<file path="src/rtl/math_multiplier_booth_radix_4_sequential.sv">
// ---------------------------------------------------------------------------
// math_multiplier_booth_radix_4_sequential
//
// Purpose:
//   Iterative signed N x N multiplier using a single radix-4 Booth digit
//   stage. One Booth group (two multiplier bits) is retired per clock, so a
//   2N-bit two's-complement product is ready N/2 compute cycles after the
//   operands are accepted.
//
// Ports:
//   i_clk           clock, all state updates on the rising edge
//   i_rst_n         synchronous active-low reset (highest priority)
//   i_valid         operand pair valid
//   o_ready         high in IDLE: operands can be accepted
//   i_multiplicand  signed multiplicand (N bits)
//   i_multiplier    signed multiplier (N bits)
//   i_abort         drops an in-flight operation (CALC or DONE)
//   o_busy          high in CALC or DONE
//   o_valid         product valid (DONE state)
//   i_ready         consumer accepts product
//   o_product       signed product (2N bits), held until the next result
//
// Handshake semantics (both sides): a transfer happens on a rising edge
// where valid and ready are both high. Operands are taken only in IDLE; the
// product is offered in DONE and held stable until i_ready or i_abort.
// Nothing is accepted in the cycle a product is consumed.
// ---------------------------------------------------------------------------
module math_multiplier_booth_radix_4_sequential #(
    parameter int N = 8
) (
    input  logic             i_clk,
    input  logic             i_rst_n,
    input  logic             i_valid,
    output logic             o_ready,
    input  logic [N-1:0]     i_multiplicand,
    input  logic [N-1:0]     i_multiplier,
    input  logic             i_abort,
    output logic             o_busy,
    output logic             o_valid,
    input  logic             i_ready,
    output logic [2*N-1:0]   o_product
);

    // Booth recoding needs an even operand width and at least two groups.
    if (((N % 2) != 0) || (N < 4)) begin : g_bad_width
        $error("math_multiplier_booth_radix_4_sequential: N must be even and >= 4");
    end

    localparam int NI = N / 2;                       // number of Booth groups
    localparam int CW = (NI > 1) ? $clog2(NI) : 1;   // iteration counter width
    localparam logic [CW-1:0] LAST_ITER = CW'(NI - 1);

    typedef enum logic [1:0] {
        IDLE = 2'd0,
        CALC = 2'd1,
        DONE = 2'd2
    } state_t;

    state_t           state;
    state_t           state_nxt;

    logic [N+1:0]     mcand;    // multiplicand, sign-extended to N+2 bits
    logic [N:0]       sreg;     // multiplier with an implicit 0 below bit 0
    logic [2*N-1:0]   acc;      // running partial sum
    logic [CW-1:0]    iter;     // index of the Booth group being processed
    logic [2*N-1:0]   product;

    logic             last_iter;
    logic [N+1:0]     pp;       // selected partial product, N+2 bits
    logic [2*N-1:0]   pp_ext;
    logic [2*N-1:0]   pp_shifted;
    logic [2*N-1:0]   acc_sum;

    assign last_iter = (iter == LAST_ITER);

    // -----------------------------------------------------------------------
    // FSM state register
    // -----------------------------------------------------------------------
    always_ff @(posedge i_clk) begin
        if (!i_rst_n) begin
            state <= IDLE;
        end else begin
            state <= state_nxt;
        end
    end

    // -----------------------------------------------------------------------
    // FSM next-state logic. Abort beats the final CALC edge, so an aborted
    // operation never reaches DONE.
    // -----------------------------------------------------------------------
    always_comb begin
        state_nxt = state;
        case (state)
            IDLE: begin
                if (i_valid) begin
                    state_nxt = CALC;
                end
            end
            CALC: begin
                if (i_abort) begin
                    state_nxt = IDLE;
                end else if (last_iter) begin
                    state_nxt = DONE;
                end
            end
            DONE: begin
                if (i_abort || i_ready) begin
                    state_nxt = IDLE;
                end
            end
            default: begin
                state_nxt = IDLE;
            end
        endcase
    end

    // -----------------------------------------------------------------------
    // Booth digit selection. The partial product is kept at N+2 bits so that
    // -2 * (-2^(N-1)) = +2^N is representable without overflow.
    // -----------------------------------------------------------------------
    always_comb begin
        pp = '0;
        case (sreg[2:0])
            3'b000, 3'b111: pp = '0;
            3'b001, 3'b010: pp = mcand;
            3'b011:         pp = {mcand[N:0], 1'b0};
            3'b100:         pp = -{mcand[N:0], 1'b0};
            3'b101, 3'b110: pp = -mcand;
            default:        pp = '0;
        endcase
    end

    // Sign-extend to the accumulator width and weight by 4^iter. Carries out
    // of bit 2N-1 are discarded; they cannot change the final product.
    assign pp_ext     = {{(N - 2){pp[N+1]}}, pp};
    assign pp_shifted = pp_ext << {iter, 1'b0};
    assign acc_sum    = acc + pp_shifted;

    // -----------------------------------------------------------------------
    // Datapath registers
    // -----------------------------------------------------------------------
    always_ff @(posedge i_clk) begin
        if (!i_rst_n) begin
            mcand   <= '0;
            sreg    <= '0;
            acc     <= '0;
            iter    <= '0;
            product <= '0;
        end else begin
            case (state)
                IDLE: begin
                    if (i_valid) begin
                        mcand <= {{2{i_multiplicand[N-1]}}, i_multiplicand};
                        sreg  <= {i_multiplier, 1'b0};
                        acc   <= '0;
                        iter  <= '0;
                    end
                end
                CALC: begin
                    if (!i_abort) begin
                        acc  <= acc_sum;
                        // Arithmetic shift keeps the multiplier sign for the
                        // upper groups.
                        sreg <= {{2{sreg[N]}}, sreg[N:2]};
                        iter <= iter + 1'b1;
                        if (last_iter) begin
                            product <= acc_sum;
                        end
                    end
                end
                default: begin
                end
            endcase
        end
    end

    // -----------------------------------------------------------------------
    // Outputs
    // -----------------------------------------------------------------------
    assign o_ready   = (state == IDLE);
    assign o_busy    = (state != IDLE);
    assign o_valid   = (state == DONE);
    assign o_product = product;

endmodule

</file>
<file path="config.mk">
export PLATFORM = sky130hd
export DESIGN_NAME = math_multiplier_booth_radix_4_sequential
export DESIGN_NICKNAME = d
export VERILOG_FILES = /design/src/rtl/math_multiplier_booth_radix_4_sequential.sv
export SDC_FILE = /design/constraint.sdc
export NUM_CORES = 1
export LEC_CHECK = 0
export CORE_MARGIN = 1
export CORE_UTILIZATION = 44
export CTS_CLUSTER_DIAMETER = 120
export CTS_CLUSTER_SIZE = 12
export DETAILED_ROUTE_END_ITERATION = 7
export GPL_TIMING_DRIVEN = 0
export HOLD_SLACK_MARGIN = 0.1
export PLACE_DENSITY = 0.65
export SYNTH_ARGS = -nofsm -noshare
export SYNTH_HDL_FRONTEND = slang
export SYNTH_SLANG_ARGS = --single-unit
</file>
<file path="constraint.sdc">
create_clock -name i_clk -period 6.1 [get_ports i_clk]
set_clock_uncertainty 0.2 [all_clocks]
set_input_delay 1.525 -clock i_clk [delete_from_list [all_inputs] [get_ports i_clk]]
set_output_delay 1.525 -clock i_clk [all_outputs]
set_load 0.01 [all_outputs]
</file>
==> results.sh, run 1 <==
export IMPL_status="completed"
export IMPL_maxSlewHeadroom=0.4068
export IMPL_synth_edf_count=0
export IMPL_yosysUniqueCellTypes=58
export IMPL_endpoint_kind="register"
export IMPL_async_flop_share=0
export IMPL_use_met3=0.03483
export IMPL_die_y_microns=91.79
export IMPL_post_route_period_util=0.7930
export IMPL_crit_path_start_kind="register"
export IMPL_hold_viol_final=0
export IMPL_power_density_nw_per_um2=191.2
export IMPL_port_buffers=38
export IMPL_min_path_type="register to register"
export IMPL_clk_pin_slew_ns=0.11
export IMPL_final_cell_mix="nand2_1, dfxtp_1, nor2_1, a21oi_1, clkdlybuf4s50_1"
export IMPL_drc=0
export IMPL_grt_busiest_layer="met2"
export IMPL_crit_fanout=8
export IMPL_gr_usage_met1=0.3420
export IMPL_syn_avg_cell_area_sq_um=7.436
export IMPL_clockBufferDepth=2
export IMPL_slowest_stage="mux4_2"
export IMPL_register_area_sq_um=1061
export IMPL_rsz0062_at_grt="false"
export IMPL_cp_arrival_ns=4.85
export IMPL_syn_inst=477
export IMPL_cp_num_buf_inv=2
export IMPL_slew_viol_final=0
export IMPL_worst_pin_slew_ns=0.8865
export IMPL_n_antenna_cell=0
export IMPL_initial_core_util=0.4567
export IMPL_drt_wl_total_microns=9564
export IMPL_clock_latency_ns=0.31
export IMPL_first_global_vias=3287
export IMPL_grt_total_usage=0.2369
export IMPL_grt_max_degree=17
export IMPL_cp_slowest_stage_delay_ns=0.52
export IMPL_cap_violations=0
export IMPL_synth_ff_type="dfxtp_1"
export IMPL_path_cells="buf_6 -> inv_1 -> ha_1 -> or3b_4 -> o31a_1 -> nor3_1 -> a21oi_1 -> mux4_2 -> o211a_1 -> a21oi_1 -> ha_1 -> a21oi_1 -> nor2b_1 -> a311oi_1 -> a21oi_1 -> or3_1 -> a32o_1"
export IMPL_clock_tree_root_cell="clkbuf_8"
export IMPL_crit_family="compound AO/OA/AOI/OAI gates"
export IMPL_cts_sinks=53
export IMPL_ctsResizeCount=0
export IMPL_synth_seq_cells=53
export IMPL_final_common_cell="nand2_1"
export IMPL_row_count=32
export IMPL_grt_pass1_wl_microns=16060
export IMPL_crit_type="register to register"
export IMPL_seq_area_frac_synth=0.2991
export IMPL_dr_first_iter_drc_count=233
export IMPL_place_gp_congestion=0.9096
export IMPL_ir_worst_vdd_mv=0.09515
export IMPL_h_tree_depth=2
export IMPL_num_vias=3545
export IMPL_firstDrtPassIters=5
export IMPL_finalCriticalPeriod_ns=4.837
export IMPL_setup_viol=0
export IMPL_gr_total_overflow=0
export IMPL_cp_common_cell="a21oi_1"
export IMPL_fmax_mhz=206.7
export IMPL_layout_drive_gt1_share=0.04780
export IMPL_wire_per_inst_microns=15.30
export IMPL_num_io_pins=40
export IMPL_fp_dieW_microns=91.79
export IMPL_final_antenna_net_count=0
export IMPL_worst_ep_required_time_ns=6.12
export IMPL_coreArea_sq_um=7767
export IMPL_holdBufCountCts=0
export IMPL_use_met2=0.3741
export IMPL_fill_cells=794
export IMPL_postCtsSetupBuffers=0
export IMPL_synth_fp_nets=517
export IMPL_tns_ns=0
export IMPL_leakagePower_uw=0.001549
export IMPL_cts_buffers=5
export IMPL_layout_nets=562
export IMPL_postLayoutCoreUtil=0.5332
export IMPL_antenna_found_initial=0
export IMPL_dp_hpwl_microns=6961
export IMPL_die_area_sq_um=8424
export IMPL_cts_tree="done"
export IMPL_multi_input_area_sq_um=2315
export IMPL_syn_to_final_growth_pct=16.75
export IMPL_yosysWarnings=0
export IMPL_synthesis_area_sq_um=3547
export IMPL_viasPerCell=5.672
tightest hold or removal path, stage by stage (launching register included):
cell and delay, ns:
dfxtp_1 0.32, nand2_1 0.05, a21oi_1 0.05
logic make-up after synthesis:
family / after synthesis / share of synthesized area
fa+ha+maj: 19 / 0.06914
mux: 13 / 0.04797
buf+inv: 41 / 0.04832
xor+xnor: 16 / 0.03951
compound gates: 140 / 0.2494
flops: 53 / 0.2991
simple gates: 195 / 0.2466
registers in the layout (all words and copies together) (netlist names):
register   count
iter           2
sreg           9
state          2
o_product     16
mcand          8
acc           16
per-layer routing:
layer,vias up,routed length [microns]
met3,9,593
met4,0,99
met2,125,4126
li1,1783,-
met1,1628,4745
met5,-,0
Yosys cell counts (3+ instances only):
cell,count,area share
nor2_1,48,0.051
o31ai_1,4,0.0085
a22oi_1,6,0.013
nor2b_1,6,0.011
o21a_1,4,0.0085
or3_1,6,0.011
nand2b_1,9,0.016
inv_1,12,0.013
mux2i_1,8,0.023
xor2_1,7,0.017
dfxtp_1,53,0.30
nor3_1,14,0.020
a21o_1,5,0.011
o21ai_0,22,0.031
xnor2_1,9,0.022
nand3_1,15,0.021
o21ai_1,9,0.013
a211oi_1,10,0.021
nand2_1,84,0.089
a21oi_1,46,0.065
clkbuf_1,22,0.023
a31oi_1,7,0.012
ha_1,18,0.063
a311oi_1,7,0.017
o211ai_1,3,0.0063
layout make-up:
class / instances / area share
multi-input cells: 383 / 0.5589
flip-flops and latches: 53 / 0.2562
repair buffers: 38 / 0.09184
well taps: 102 / 0.03082
plain buffers: 27 / 0.02870
clock buffers: 6 / 0.01752
inverters: 14 / 0.01269
clock inverters: 2 / 0.003323
per-stage QoR:
step           instance area (sq um)  instances  power, uW  worst slack, ns  hold slack [ns]
4_1_cts                         4141        625      792.2            1.296           0.2610
3_3_place_gp                    4055        617      581.5            1.337           0.2453
5_1_grt                         4141        625      833.2            1.057           0.2856
2_1_floorplan                   3547        477      526.4            1.745           0.2315
6_report                        4141        625      791.8            1.263           0.2587
3_5_place_dp                    4055        617      584.3            1.325           0.2457
path summary, 6_finish.rpt:
kind                 startpoint             to  slack, ns  cells after the start
hold / removal    o_product[10]  o_product[10]       0.26                      2
hold reg to reg   o_product[10]  o_product[10]       0.26                      2
setup / recovery       mcand[0]        acc[13]       1.26                     17
setup reg to reg       mcand[0]        acc[13]       1.26                     17
power by group:
part	leakage (uW)	internal (uW)	switching [uW]
Combinational	0.00107	86.2	129
Clock	0.0000456	82.4	129
Sequential	0.000431	357	8.05
Power figures use the tool's default switching activity.
==> inputs of run 2 (changes only) <==
--- a/config.mk
+++ b/config.mk
@@ -12,7 +12,7 @@
 export DETAILED_ROUTE_END_ITERATION = 7
 export GPL_TIMING_DRIVEN = 0
 export HOLD_SLACK_MARGIN = 0.1
-export PLACE_DENSITY = 0.65
+export PLACE_DENSITY = 0.67
 export SYNTH_ARGS = -nofsm -noshare
 export SYNTH_HDL_FRONTEND = slang
 export SYNTH_SLANG_ARGS = --single-unit
==> constraint.sdc (replaced) <==
create_clock -name i_clk -period 4 [get_ports i_clk]
set_clock_uncertainty 0.2 [all_clocks]
set_input_delay 1 -clock i_clk [delete_from_list [all_inputs] [get_ports i_clk]]
set_output_delay 1 -clock i_clk [all_outputs]
set_load 0.01 [all_outputs]
==> run 2 against run 1 <==
The flow now finishes with violations (setup timing). Wire length grew 4.8%. Critical endpoint unchanged. Final area grew 10%. Register-to-register slack worse by 1.6 ns. Non-clock buffer count increased by 24. Setup slack got worse by 1.6 ns.
==> results.sh, run 2 (synthesized netlist as in run 1, its figures left out) <==
export IMPL_status="finished with violations"
export IMPL_violations="setup timing"
export IMPL_cp_common_cell="ha_4"
export IMPL_grt_max_degree=16
export IMPL_post_route_period_util=1.081
export IMPL_syn_to_final_growth_pct=28.85
export IMPL_final_cell_area_sq_um=4571
export IMPL_clock_tree_root_cell="clkbuf_8"
export IMPL_placement_cell_area_sq_um=4085
export IMPL_viasPerCell=5.587
export IMPL_crit_path_start_kind="register"
export IMPL_hold_viol_final=0
export IMPL_crit_fanout=5
export IMPL_worst_pin_slew_ns=0.8020
export IMPL_holdPathStages=2
export IMPL_slew_viol_final=0
export IMPL_final_antenna_net_count=0
export IMPL_num_io_pins=40
export IMPL_gr_total_overflow=0
export IMPL_grt_pass1_wl_microns=16590
export IMPL_place_gp_congestion=0.8929
export IMPL_die_area_sq_um=8424
export IMPL_clockBufferDepth=2
export IMPL_cts_buffers=5
export IMPL_path_cells="inv_4 -> ha_4 -> or3b_4 -> o31a_1 -> nor3_2 -> a21oi_1 -> mux4_2 -> o21a_4 -> mux2i_4 -> ha_4 -> o21ai_1 -> nor2_2 -> a311oi_2 -> a21oi_2 -> or3_4 -> a32o_1"
export IMPL_tns_ns=-1.630
export IMPL_cp_slowest_stage_delay_ns=0.52
export IMPL_maxSlewHeadroom=0.4634
export IMPL_antenna_found_initial=0
export IMPL_worst_ep_required_time_ns=4.01
export IMPL_num_vias=3626
export IMPL_cts_sinks=53
export IMPL_instances_no_fill=649
export IMPL_setup_viol=10
export IMPL_final_cell_mix="nand2_1, dfxtp_1, nor2_1, a21oi_1, clkdlybuf4s50_1"
export IMPL_setup_ws_ns=-0.3233
export IMPL_final_common_cell="nand2_1"
export IMPL_row_count=32
export IMPL_cap_violations=0
export IMPL_fp_dieW_microns=91.79
export IMPL_initial_core_util=0.4567
export IMPL_ir_worst_vdd_mv=0.1519
export IMPL_fill_cells=723
export IMPL_h_tree_depth=2
export IMPL_n_antenna_cell=0
export IMPL_drc=0
export IMPL_firstDrtPassIters=4
export IMPL_grt_total_usage=0.2459
export IMPL_port_buffers=38
export IMPL_layout_drive_gt1_share=0.1609
export IMPL_die_y_microns=91.79
export IMPL_slowest_stage="mux4_2"
export IMPL_drt_wl_total_microns=10030
export IMPL_rsz0062_at_grt="true"
export IMPL_clk_pin_slew_ns=0.10
export IMPL_min_path_type="register to register"
export IMPL_coreArea_sq_um=7767
export IMPL_layout_nets=586
export IMPL_numPlacedInstances=617
export IMPL_cp_arrival_ns=4.34
export IMPL_crit_type="register to register"
export IMPL_first_global_vias=3465
export IMPL_clock_latency_ns=0.31
export IMPL_holdBufCountCts=0
export IMPL_cts_tree="done"
export IMPL_whs_ns=0.2554
export IMPL_finalCriticalPeriod_ns=4.323
export IMPL_power_density_nw_per_um2=277.5
export IMPL_endpoint_kind="register"
export IMPL_rr_worst_depth=16
export IMPL_dp_hpwl_microns=7058
export IMPL_leakagePower_uw=0.001718
export IMPL_dr_first_iter_drc_count=248
export IMPL_fmax_mhz=231.3
export IMPL_wire_per_inst_microns=15.45
==> run 2: changes by cell type in the layout (fill, tap and decap cells not counted), moves of 5 or more <==
cell      change
a21oi_1       -6
o21ai_0      -10
clkbuf_2      +5
buf_4        +24
a21oi_2       +5
o21ai_1       +7
==> run 2: final timing paths <==
kind,start,endpoint,slack [ns]
max,mcand[0],acc[13],-0.32
min reg2reg,o_product[10],o_product[10],0.26
max reg2reg,mcand[0],acc[13],-0.32
min,o_product[10],o_product[10],0.26
==> run 2: cell type report <==
class | instances | area (sq um) | share of cell area
plain buffers | 24 | 97.59 | 0.02135
clock buffers | 7 | 76.32 | 0.01670
clock inverters | 1 | 7.507 | 0.001642
inverters | 14 | 55.05 | 0.01204
multi-input cells | 383 | 2540 | 0.5557
flip-flops and latches | 53 | 1072 | 0.2346
well taps | 102 | 127.6 | 0.02792
repair buffers | 65 | 594.3 | 0.1300
==> run 2: what timing repair did <==
action                     4_1_cts  5_1_grt
hold endpoints to repair         0        0
pin swaps                       33       31
gates cloned                     0        0
buffers inserted                22        8
setup endpoints to repair       16       23
resized for setup               34       33
==> run 2: report_power, final <==
group	switching [uW]	internal [uW]	total [uW]
logic	224	178	402
clock network	182	124	307
registers	15.7	544	560
==> run 2: critical path, delay by kind of cell, from the launching register on <==
kind / cells / cell delay (ns)
AO/OA/AOI/OAI: 7 / 1.44
adder cells (fa/ha/maj): 2 / 0.36
buffers and inverters: 1 / 0.06
flip-flops: 1 / 0.38
multiplexers: 2 / 0.71
AND/OR/NAND/NOR: 4 / 1.06
==> run 2: metal layers <==
| metal | global-route usage | routed length, microns |
|---|---|---|
| met5 | 0 | 0 |
| met4 | 0.08984 | 202 |
| met3 | 0.03068 | 540 |
| met2 | 0.3997 | 4648 |
| met1 | 0.3338 | 4633 |
==> run 2: metrics by stage <==
| step | total power, uW | utilization | setup slack, ns |
|---|---|---|---|
| 6_report | 1269 | 0.5884 | -0.3233 |
| 5_1_grt | 1333 | 0.5884 | -0.4264 |
| 4_1_cts | 1246 | 0.5688 | -0.3153 |
| 3_5_place_dp | 896.0 | 0.5259 | -0.5143 |
| 3_3_place_gp | 892.5 | 0.5259 | -0.4430 |
| 2_1_floorplan | 807.4 | - | -0.1883 |
==> inputs of run 3 (changes only) <==
--- a/config.mk
+++ b/config.mk
@@ -6,13 +6,14 @@
 export NUM_CORES = 1
 export LEC_CHECK = 0
 export CORE_MARGIN = 1
-export CORE_UTILIZATION = 44
+export CORE_UTILIZATION = 51
 export CTS_CLUSTER_DIAMETER = 120
 export CTS_CLUSTER_SIZE = 12
 export DETAILED_ROUTE_END_ITERATION = 7
 export GPL_TIMING_DRIVEN = 0
 export HOLD_SLACK_MARGIN = 0.1
-export PLACE_DENSITY = 0.67
+export PLACE_DENSITY = 0.76
+export SLEW_MARGIN = 40
 export SYNTH_ARGS = -nofsm -noshare
 export SYNTH_HDL_FRONTEND = slang
 export SYNTH_SLANG_ARGS = --single-unit
==> run 3 against run 2 <==
The run still ends with setup timing left. Critical path type unchanged. Cell count fell by 4.6%. Non-clock buffer count fell by 8. Worst hold slack better by 0.0057 ns. Power up 5.6%. Critical endpoint is now o_product[15]. Register-to-register slack gained 0.03 ns.
==> results.sh, run 3 (synthesized netlist as in run 1, its figures left out) <==
export IMPL_status="finished with violations"
export IMPL_violations="setup timing"
export IMPL_cts_sinks=53
export IMPL_firstDrtPassIters=5
export IMPL_crit_path_start_kind="register"
export IMPL_hold_viol_final=0
export IMPL_dp_hpwl_microns=7083
export IMPL_leakagePower_uw=0.001689
export IMPL_finalCriticalPeriod_ns=4.297
export IMPL_ir_worst_vdd_mv=0.1781
export IMPL_fp_dieW_microns=85.40
export IMPL_power_share_combinational=0.294
export IMPL_grt_busiest_layer="met2"
export IMPL_rr_worst_depth=18
export IMPL_place_ws_ns=-0.5495
export IMPL_row_count=30
export IMPL_cp_depth=18
export IMPL_cp_arrival_ns=4.36
export IMPL_grt_total_usage=0.2867
export IMPL_n_antenna_cell=0
export IMPL_initial_core_util=0.5250
export IMPL_dr_first_iter_drc_count=305
export IMPL_place_gp_congestion=0.9166
export IMPL_post_route_period_util=1.074
export IMPL_viasPerCell=5.927
export IMPL_clockBufferDepth=2
export IMPL_final_common_cell="nand2_1"
export IMPL_num_vias=3669
export IMPL_syn_to_final_growth_pct=27.09
export IMPL_antenna_found_initial=0
export IMPL_die_y_microns=85.40
export IMPL_h_tree_depth=2
export IMPL_use_met3=0.04669
export IMPL_fill_cells=593
export IMPL_clock_tree_root_cell="clkbuf_8"
export IMPL_power_density_nw_per_um2=297.0
export IMPL_pwr_share_seq=0.418
export IMPL_crit_fanout=5
export IMPL_cap_violations=0
export IMPL_min_path_type="register to register"
export IMPL_cts_buffers=5
export IMPL_slowest_stage="mux4_2"
export IMPL_num_io_pins=40
export IMPL_holdPathStages=2
export IMPL_cp_num_buf_inv=2
export IMPL_wire_per_inst_microns=16.49
export IMPL_setup_viol=12
export IMPL_clk_pin_slew_ns=0.11
export IMPL_port_buffers=38
export IMPL_p_int_uw=903.4
export IMPL_register_area_sq_um=1072
export IMPL_rsz0062_at_grt="true"
export IMPL_setup_ws_ns=-0.2966
export IMPL_worst_pin_slew_ns=0.8942
export IMPL_maxSlewHeadroom=0.4017
export IMPL_clkPwrFrac=0.288
export IMPL_coreArea_sq_um=6756
export IMPL_final_antenna_net_count=0
export IMPL_gr_usage_met1=0.3895
export IMPL_cp_common_cell="ha_4"
export IMPL_postLayoutCoreUtil=0.6672
export IMPL_path_cells="inv_2 -> ha_4 -> or3b_4 -> o31a_1 -> nor3_2 -> a21oi_1 -> mux4_2 -> o211a_1 -> a21oi_2 -> ha_4 -> buf_4 -> nand3_1 -> nor2_1 -> nand3_2 -> a21o_1 -> o21a_1 -> or3_1 -> nand4_1"
export IMPL_cp_slowest_stage_delay_ns=0.52
export IMPL_crit_type="register to register"
export IMPL_grt_pass1_wl_microns=16660
export IMPL_slew_viol_final=0
export IMPL_endpoint_kind="register"
export IMPL_fmax_mhz=232.7
export IMPL_die_area_sq_um=7292
export IMPL_swShare=0.3253
export IMPL_multi_input_area_sq_um=2537
export IMPL_clock_latency_ns=0.32
export IMPL_crit_family="simple AND/OR/NAND/NOR gates"
export IMPL_worst_ep_required_time_ns=4.07
export IMPL_layout_drive_gt1_share=0.1577
export IMPL_grt_max_degree=18
export IMPL_layout_nets=578
export IMPL_drt_wl_total_microns=10210
export IMPL_use_met2=0.4773
export IMPL_drc=0
export IMPL_final_cell_mix="nand2_1, dfxtp_1, nor2_1, a21oi_1, clkdlybuf4s50_1"
export IMPL_power_switching_uw=435.5
export IMPL_cts_tree="done"
export IMPL_first_global_vias=3416
export IMPL_gr_total_overflow=0
run 3: changes by cell type in the layout (fill, tap and decap cells not counted), sizes merged:
cell / before / now
bufinv: 0 / 1
clkbuf: 30 / 28
buf: 28 / 20
clkinv: 1 / 2
clkinvlp: 1 / 0
inv: 13 / 14
run 3: metal layers:
layer / wire length [microns] / vias to the layer above / share of wire
met5: 0 / - / 0
met4: 192 / 0 / 0.019
met3: 581 / 18 / 0.057
met2: 4799 / 111 / 0.47
met1: 4634 / 1722 / 0.45
li1: - / 1818 / -
run 3: layout make-up:
type                    count  area share
plain buffers              24     0.02137
clock buffers               5     0.01527
clock inverters             3    0.009714
inverters                  14     0.01221
multi-input cells         383      0.5629
flip-flops and latches     53      0.2379
well taps                  80     0.02220
repair buffers             57      0.1185
run 3: through the flow:
step	hold WS, ns	cell area [sq um]	TNS, ns	instances	total power (uW)
after global routing	0.2821	4508	-4.107	619	1401
after global placement	0.2435	4058	-3.786	595	889.7
after detailed placement	0.2477	4058	-4.807	595	898.3
final	0.2611	4508	-1.973	619	1339
after floorplan	0.2291	3577	-0.4210	477	807.4
after CTS	0.2607	4360	-1.447	614	1304
run 3: power by group through the flow:
stage / clock network [uW] / registers (uW) / logic [uW]
3_3_place_gp: 0 / 569 / 321
3_5_place_dp: 0 / 570 / 329
4_1_cts: 385 / 559 / 359
6_report: 385 / 560 / 394
2_1_floorplan: 0 / 566 / 242
5_1_grt: 409 / 562 / 430
run 3: worst paths after layout:
path | start | end | slack [ns]
setup / recovery | mcand[1] | o_product[15] | -0.30
setup reg to reg | mcand[1] | o_product[15] | -0.30
hold / removal | o_product[4] | o_product[4] | 0.26
hold reg to reg | o_product[4] | o_product[4] | 0.26
run 3: tightest hold or removal path: cells and delay by family, from the launching register on:
kind	cells	cell delay, ns
flops	1	0.32
simple gates	1	0.05
compound gates	1	0.05
run 3: timing repair:
item | in CTS | in global routing
pin swaps | 21 | 18
hold buffers | 0 | 0
cloned | 0 | 0
endpoints found under the setup margin | 16 | 22
endpoints found under the hold margin | 0 | 0
gates resized for setup | 28 | 32
buffers inserted | 14 | 5
